File: src/rtl/adder_pkg.sv
// Shared definitions for the adder family: FSM encodings and a counter-width helper.
package adder_pkg;

    typedef enum logic [1:0] {
        IDLE = 2'd0,
        RUN  = 2'd1,
        DONE = 2'd2
    } state_t;

    // Counter width for n chunks, never narrower than one bit.
    function automatic int cnt_width(input int n);
        return (n <= 1) ? 1 : $clog2(n);
    endfunction

endpackage

File: src/rtl/chunk_adder.sv
// Purely combinational N-bit ripple-carry adder built from full-adder cells.
module chunk_adder #(
    parameter int N = 4
) (
    input  logic [N-1:0] a,
    input  logic [N-1:0] b,
    input  logic         c_in,
    output logic [N-1:0] sum,
    output logic         c_out,
    output logic         c_msb
);

    logic [N:0] c;

    assign c[0] = c_in;

    for (genvar g = 0; g < N; g++) begin : g_fa
        assign sum[g]   = a[g] ^ b[g] ^ c[g];
        assign c[g + 1] = (a[g] & b[g]) | (a[g] & c[g]) | (b[g] & c[g]);
    end

    // Carry into the top cell is needed for signed overflow detection.
    assign c_out = c[N];
    assign c_msb = c[N-1];

endmodule

File: src/rtl/chunked_serial_adder.sv
// Multi-cycle WIDTH-bit adder/subtractor processing CHUNK bits per clock through one shared chunk adder.
module chunked_serial_adder
    import adder_pkg::*;
#(
    parameter int WIDTH = 16,
    parameter int CHUNK = 4
) (
    input  logic             clk,
    input  logic             reset,
    input  logic             in_valid,
    output logic             in_ready,
    input  logic [WIDTH-1:0] a,
    input  logic [WIDTH-1:0] b,
    input  logic             c_in,
    input  logic             sub,
    output logic             out_valid,
    input  logic             out_ready,
    output logic [WIDTH-1:0] sum,
    output logic             c_out,
    output logic             overflow,
    output logic [1:0]       debug_state
);

    localparam int NCH = WIDTH / CHUNK;
    localparam int KW  = cnt_width(NCH);

    // Handshake: a transfer happens on a rising edge where valid && ready; ready and valid
    // are decoded from the state register only, never from the partner's signal.
    state_t           state;
    state_t           state_next;
    logic [WIDTH-1:0] a_sr;
    logic [WIDTH-1:0] b_sr;
    logic [WIDTH-1:0] sum_sr;
    logic [WIDTH-1:0] sum_shift;
    logic             carry;
    logic             c_out_r;
    logic             ovf_r;
    logic [KW-1:0]    k;
    logic             last_chunk;
    logic             accept;
    logic [CHUNK-1:0] ch_sum;
    logic             ch_cout;
    logic             ch_cmsb;

    assign last_chunk = (k == KW'(NCH - 1));
    assign accept     = in_valid && (state == IDLE);

    always_ff @(posedge clk or posedge reset) begin
        if (reset) begin
            state <= IDLE;
        end else begin
            state <= state_next;
        end
    end

    always_comb begin
        state_next = state;
        case (state)
            IDLE:    if (in_valid)   state_next = RUN;
            RUN:     if (last_chunk) state_next = DONE;
            DONE:    if (out_ready)  state_next = IDLE;
            default: state_next = IDLE;
        endcase
    end

    always_comb begin
        in_ready    = (state == IDLE);
        out_valid   = (state == DONE);
        debug_state = state;
    end

    chunk_adder #(.N(CHUNK)) u_chunk (
        .a     (a_sr[CHUNK-1:0]),
        .b     (b_sr[CHUNK-1:0]),
        .c_in  (carry),
        .sum   (ch_sum),
        .c_out (ch_cout),
        .c_msb (ch_cmsb)
    );

    // With a single chunk the new result replaces the whole register.
    if (NCH == 1) begin : g_one_chunk
        assign sum_shift = ch_sum;
    end else begin : g_multi_chunk
        assign sum_shift = {ch_sum, sum_sr[WIDTH-1:CHUNK]};
    end

    always_ff @(posedge clk or posedge reset) begin
        if (reset) begin
            a_sr    <= '0;
            b_sr    <= '0;
            sum_sr  <= '0;
            carry   <= 1'b0;
            c_out_r <= 1'b0;
            ovf_r   <= 1'b0;
            k       <= '0;
        end else if (accept) begin
            a_sr  <= a;
            b_sr  <= sub ? ~b : b;
            carry <= sub | c_in;
            k     <= '0;
        end else if (state == RUN) begin
            a_sr   <= a_sr >> CHUNK;
            b_sr   <= b_sr >> CHUNK;
            sum_sr <= sum_shift;
            carry  <= ch_cout;
            k      <= k + 1'b1;
            if (last_chunk) begin
                c_out_r <= ch_cout;
                ovf_r   <= ch_cmsb ^ ch_cout;
            end
        end
    end

    assign sum      = sum_sr;
    assign c_out    = c_out_r;
    assign overflow = ovf_r;

endmodule

File: config.mk
export PLATFORM = sky130hd
export DESIGN_NAME = chunked_serial_adder
export DESIGN_NICKNAME = d
export VERILOG_FILES = /design/src/rtl/adder_pkg.sv /design/src/rtl/chunk_adder.sv /design/src/rtl/chunked_serial_adder.sv
export SDC_FILE = /design/constraint.sdc
export NUM_CORES = 1
export LEC_CHECK = 0
export ABC_AREA = 1
export BUFFER_PORTS_ARGS = -buffer_cell sky130_fd_sc_hd__buf_2
export CORE_ASPECT_RATIO = 1.2
export CORE_MARGIN = 8
export CORE_UTILIZATION = 54
export CTS_CLUSTER_SIZE = 30
export DETAILED_ROUTE_END_ITERATION = 10
export PLACE_DENSITY_LB_ADDON = 0.2
export SKIP_CTS_REPAIR_TIMING = 1
export SYNTH_ARGS = -nofsm -noshare
export SYNTH_HDL_FRONTEND = slang
export SYNTH_SLANG_ARGS = --single-unit
File: constraint.sdc
create_clock -name clk -period 2.4 [get_ports clk]
set_clock_uncertainty 0.05 [all_clocks]
set_input_delay 0 -clock clk [delete_from_list [all_inputs] [get_ports clk]]
set_output_delay 0 -clock clk [all_outputs]
set_load 0.01 [all_outputs]
==> metrics, run 1 <==
number of flops mapped to enable cells by yosys 0; Data required, critical path 2.59 ns; DRT Wirelength 6170 µm; CP max-delay cell fa_1; total gr overflow 0; Placed Instance Area 3030 µm²; Total GRT Usage 15.8%; Hold Fails Final Rpt 0; yosys warns 0; final slew viol count 0; die width 80.9 µm; synthesis-to-layout area growth 23.3%; clk buf depth 2; Least-Margin Pin Slew 0.684 ns; IO Pins 60; H-tree levels 2; Worst IR Drop VDD 507 µV; Initial Utilization 55.6%; row cnt 28; largest net degree at the start of global routing 56; first-pass GRT wire length 9580 µm; chip height 93.8 µm; synth unique cells 22; Design Power 3.88 mW; Final Instance Count excl. Fillers 491; Arrival @ worst endpoint 2.44 ns; Power Density 1160 nW/µm²; Final nets 474; initial antenna violation count 0; Antenna Cells 0; # setup viols final 0; Clock transition at path regs 0.09 ns; crit path max fanout 3; Most used DFF post-synth dfrtp_1; post-DR vias/cell 4.87; Worst Setup EP carry$_DFFE_PP0P_; Hold Crit Class input pin to register; placed cells 461; drt drc 0; post-synthesis sequential area ratio 50.5%; r2r endpoint carry$_DFFE_PP0P_; R2R cell count 9; min Tclk post-route 2.25 ns; most common cell after layout, fill and taps aside nand2_1; max_slew headroom 54.4%; CTS Buf Count 5; post-DP HPWL 4120 µm; crit path launch a_sr[0]$_DFFE_PP0P_; Mapped Cells 353; #FFs+latches synth 55; LEAKAGE 1.91 nW; Crit path top cell by count fa_1; CP cell instances inv_1, fa_1, inv_1, fa_1, fa_1, inv_1, fa_1, or2_2, nand3_1; Crit Reg-Reg Startpoint a_sr[0]$_DFFE_PP0P_; outcome complete, no violations; MaxCap Viol Count 0; layout cell share with drive strength beyond 1 19.0%; final antenna-violating net count 0; CTS tree done; Post-Syn Area 2730 µm²; DRT iter0 DRCs 195; Worst Setup Path Type register to register; first drt pass iteration count 4; syn_nets 396; Clock Sinks 55; die area 7590 µm²; Skew-Pair Late Insertion Delay 0.30 ns; post-route clock period utilization 93.7%; most frequent cells in the layout 202 x nand2_1, 59 x buf_2, 55 x dfrtp_1; Finished Core Util 68.5%; Avg Cell Area, Syn 7.72 µm²; post-route design area 3360 µm²; RSZ-0062 raised after global routing no; WL/cell 12.6 µm; Max Freq 0.445 GHz; core footprint 4900 µm²; Max stage delay on crit path 0.40 ns; Root Driver clkbuf_8; CP startpoint kind register; vias in the first global route 2,204; crit path capture type register; DR vias 2,390; port bufs 59; GP Congestion 0.823; final setup TNS 0 ns; reg2reg setup slack 0.15 ns; Synth async-reset ratio 100%
==> metrics by stage <==
step	setup WS [ns]	hold slack, ns
2_1_floorplan	0.273	0.0481
3_3_place_gp	0.209	0.136
3_5_place_dp	0.143	0.146
4_1_cts	0.121	-0.193
5_1_grt	0.0156	0.0435
6_report	0.151	0.00117
==> sequential cells by signal (all words and copies together), names as in the netlist <==
name / count
debug_state: 2
b_sr: 16
carry: 1
overflow: 1
sum: 16
c_out: 1
k: 2
a_sr: 16
==> worst max-delay path, delay by kind of cell (launching register included) <==
family / cells / cell delay [ns]
buffers and inverters: 3 / 0.19
flip-flops: 1 / 0.35
AND/OR/NAND/NOR: 2 / 0.40
adder cells (fa/ha/maj): 4 / 1.19
==> cell families (layout without fill, tap and decap cells) <==
kind of cell	Yosys count	count (layout)	synth area share (%)
AOI/OAI and AO/OA	12	12	2.71
xor gates and xnor gates	5	5	1.61
adders and majority gates	5	5	3.40
buffers and inverters	42	120	7.67
DFF	55	55	50.5
and+or+nand+nor	234	234	34.1
==> worst min-delay path by stage <==
stage | from | depth (start not counted) | to
floorplan | out_ready | 1 | debug_state[1]$_DFFE_PP0P_
global placement | out_ready | 2 | debug_state[1]$_DFFE_PP0P_
detailed placement | out_ready | 2 | debug_state[1]$_DFFE_PP0P_
CTS | out_ready | 2 | debug_state[1]$_DFFE_PP0P_
global route | b[9] | 6 | b_sr[9]$_DFFE_PP0P_
finish | b[10] | 6 | b_sr[10]$_DFFE_PP0P_
==> cells in the mapped netlist, types with 2 or more instances <==
cell type  count  area (µm²)
buf_2         12        60.1
buf_6          4        45.0
dfrtp_1       55        1380
fa_1           4        80.1
inv_1         22        82.6
inv_2          2        7.51
nand2_1      202         758
nand2_2        2        12.5
nand3_1       25         125
o21ai_0        9        45.0
or2_2          2        12.5
xnor2_1        4        35.0
==> where the power goes <==
part	internal, mW	total [mW]	switching [mW]
Combinational	0.650	1.69	1.04
Clock	0.306	0.590	0.284
Sequential	1.33	1.60	0.267
==> per-layer routing <==
metal | GRT usage (%) | routed length, µm | vias to the layer above
met3 | 3.54 | 320 | 9
met1 | 18.3 | 2660 | 1104
met4 | 5.82 | 108 | 0
met2 | 27.5 | 3080 | 57
met5 | 0 | 0 | -
li1 | - | - | 1220
==> layout make-up <==
class,count,area (µm²)
fill,418,1540
sequential,55,1380
multi-input combinational,256,1140
timing repair buffer,88,571
inverter,25,96.3
tap,60,75.1
clock buffer,6,72.6
clock inverter,1,30.0
No activity file was read; power rests on OpenSTA's default activity.
==> run 2, diff against run 1 <==
- PLACE_DENSITY: unset -> 0.85
- PLACE_DENSITY_LB_ADDON: 0.2 -> unset
==> run 2 against run 1 <==
The flow now finishes with violations (negative hold slack). Final cell count rose by 0.20%. Worst setup slack got worse by 0.075 ns. Via count rose by 4.9%. Hold slack got worse by 0.0057 ns. Clock power fell by 12%. Largest cell class unchanged. Critical endpoint unchanged. Utilization fell by 0.20 points. First-iteration DRC count rose by 19%. Die area did not move. Sequential cell count did not move. Total power fell by 0.53%. Combinational power barely moved.
==> metrics, run 2 (synthesis gave the netlist of run 1 again) <==
CTS tree done; max_slew headroom 49.7%; Least-Margin Pin Slew 0.755 ns; Final Instance Count excl. Fillers 492; R2R cell count 9; synthesis-to-layout area growth 23.0%; Data required, critical path 2.60 ns; clk buf depth 2; LEAKAGE 1.90 nW; crit path max fanout 3; Skew-Pair Late Insertion Delay 0.31 ns; CP cell instances inv_1, fa_1, inv_1, fa_1, fa_2, inv_1, fa_1, or2_2, nand3_1; Routed met2 length 3460 µm; # setup viols final 0; IO Pins 60; DRT iter0 DRCs 233; die area 7590 µm²; initial antenna violation count 1; largest net degree at the start of global routing 36; Clock Sinks 55; failing checks negative hold slack; crit path capture type register; DRT Wirelength 6800 µm; CTS Buf Count 5; MaxCap Viol Count 0; row cnt 28; CP Depth 9; WL/cell 13.8 µm; Worst Setup Path Type register to register; Power Density 1150 nW/µm²; first drt pass iteration count 7; final hold slack -0.00453 ns; first-pass GRT wire length 9780 µm; vias in the first global route 2,296; Max stage delay on crit path 0.40 ns; Initial Utilization 55.6%; Finished Core Util 68.3%; wl on met1 2600 µm; Placed Instance Area 3030 µm²; outcome finished, violations left; Hold Fails Final Rpt 1; drt drc 0; Total GRT Usage 16.0%; GP Congestion 0.789; Clock transition at path regs 0.09 ns; final antenna-violating net count 0; Max Freq 0.430 GHz; CP max-delay cell fa_1; placed cells 461; core footprint 4900 µm²; final slew viol count 0; Hold Crit Class input pin to register; post-route clock period utilization 96.8%; CP startpoint kind register; port bufs 59; Buf/Inv on CP 3; WL met3 507 µm; chip height 93.8 µm; Final nets 474; Worst IR Drop VDD 540 µV; min Tclk post-route 2.32 ns; total gr overflow 0; CP delay by family, top adder cells; most frequent cells in the layout 202 x nand2_1, 59 x buf_2, 55 x dfrtp_1; hold depth 6; post-route design area 3350 µm²; post-DP HPWL 4200 µm; most common cell after layout, fill and taps aside nand2_1; layout cell share with drive strength beyond 1 19.5%; post-DR vias/cell 5.10; Root Driver clkbuf_8; H-tree levels 2; Arrival @ worst endpoint 2.53 ns; top layer in use met4; die width 80.9 µm; DR vias 2,507
run 2: final cells by class:
type                       instances  area (µm²)
timing repair buffer              88         571
inverter                          25        96.3
clock buffer                       6        82.6
clock inverter                     1        5.00
antenna                            1        2.50
sequential                        55        1380
multi-input combinational        256        1140
fill                             386        1550
tap                               60        75.1
run 2: worst paths after layout:
check                                          from  slack [ns]                  end
worst max-delay path            a_sr[0]$_DFFE_PP0P_        0.08    carry$_DFFE_PP0P_
worst min-delay path                           b[9]      -0.005  b_sr[9]$_DFFE_PP0P_
worst min register to register   sum[2]$_DFFE_PP0P_        0.44   sum[2]$_DFFE_PP0P_
min in group asynchronous                     reset        0.08   sum[2]$_DFFE_PP0P_
worst max register to register  a_sr[0]$_DFFE_PP0P_        0.08    carry$_DFFE_PP0P_
max in group asynchronous                     reset        1.59  a_sr[3]$_DFFE_PP0P_
run 2: worst register-to-register path, delay by kind of cell, from the launching register on:
| kind | cells | cell delay [ns] |
|---|---|---|
| fa+ha+maj | 4 | 1.27 |
| simple gates | 2 | 0.39 |
| flops | 1 | 0.36 |
| buf+inv | 3 | 0.20 |
run 2: report_power, final:
part / internal [mW] / switching [mW]
registers: 1.33 / 0.309
logic: 0.651 / 1.05
clock network: 0.227 / 0.292
run 2: stage by stage:
step / total power, mW / setup TNS, ns / setup slack, ns
final: 3.86 / 0 / 0.0762
after global routing: 4.18 / -0.0495 / -0.0391
after CTS: 3.81 / 0 / 0.0635
after detailed placement: 3.28 / 0 / 0.145
after global placement: 3.20 / 0 / 0.219
after floorplan: 2.83 / 0 / 0.273
run 2: layer usage:
| metal | global-route usage, % | vias to the layer above |
|---|---|---|
| li1 | - | 1220 |
| met1 | 17.8 | 1167 |
| met2 | 28.7 | 100 |
| met3 | 3.83 | 20 |
| met4 | 5.97 | 0 |
| met5 | 0 | - |
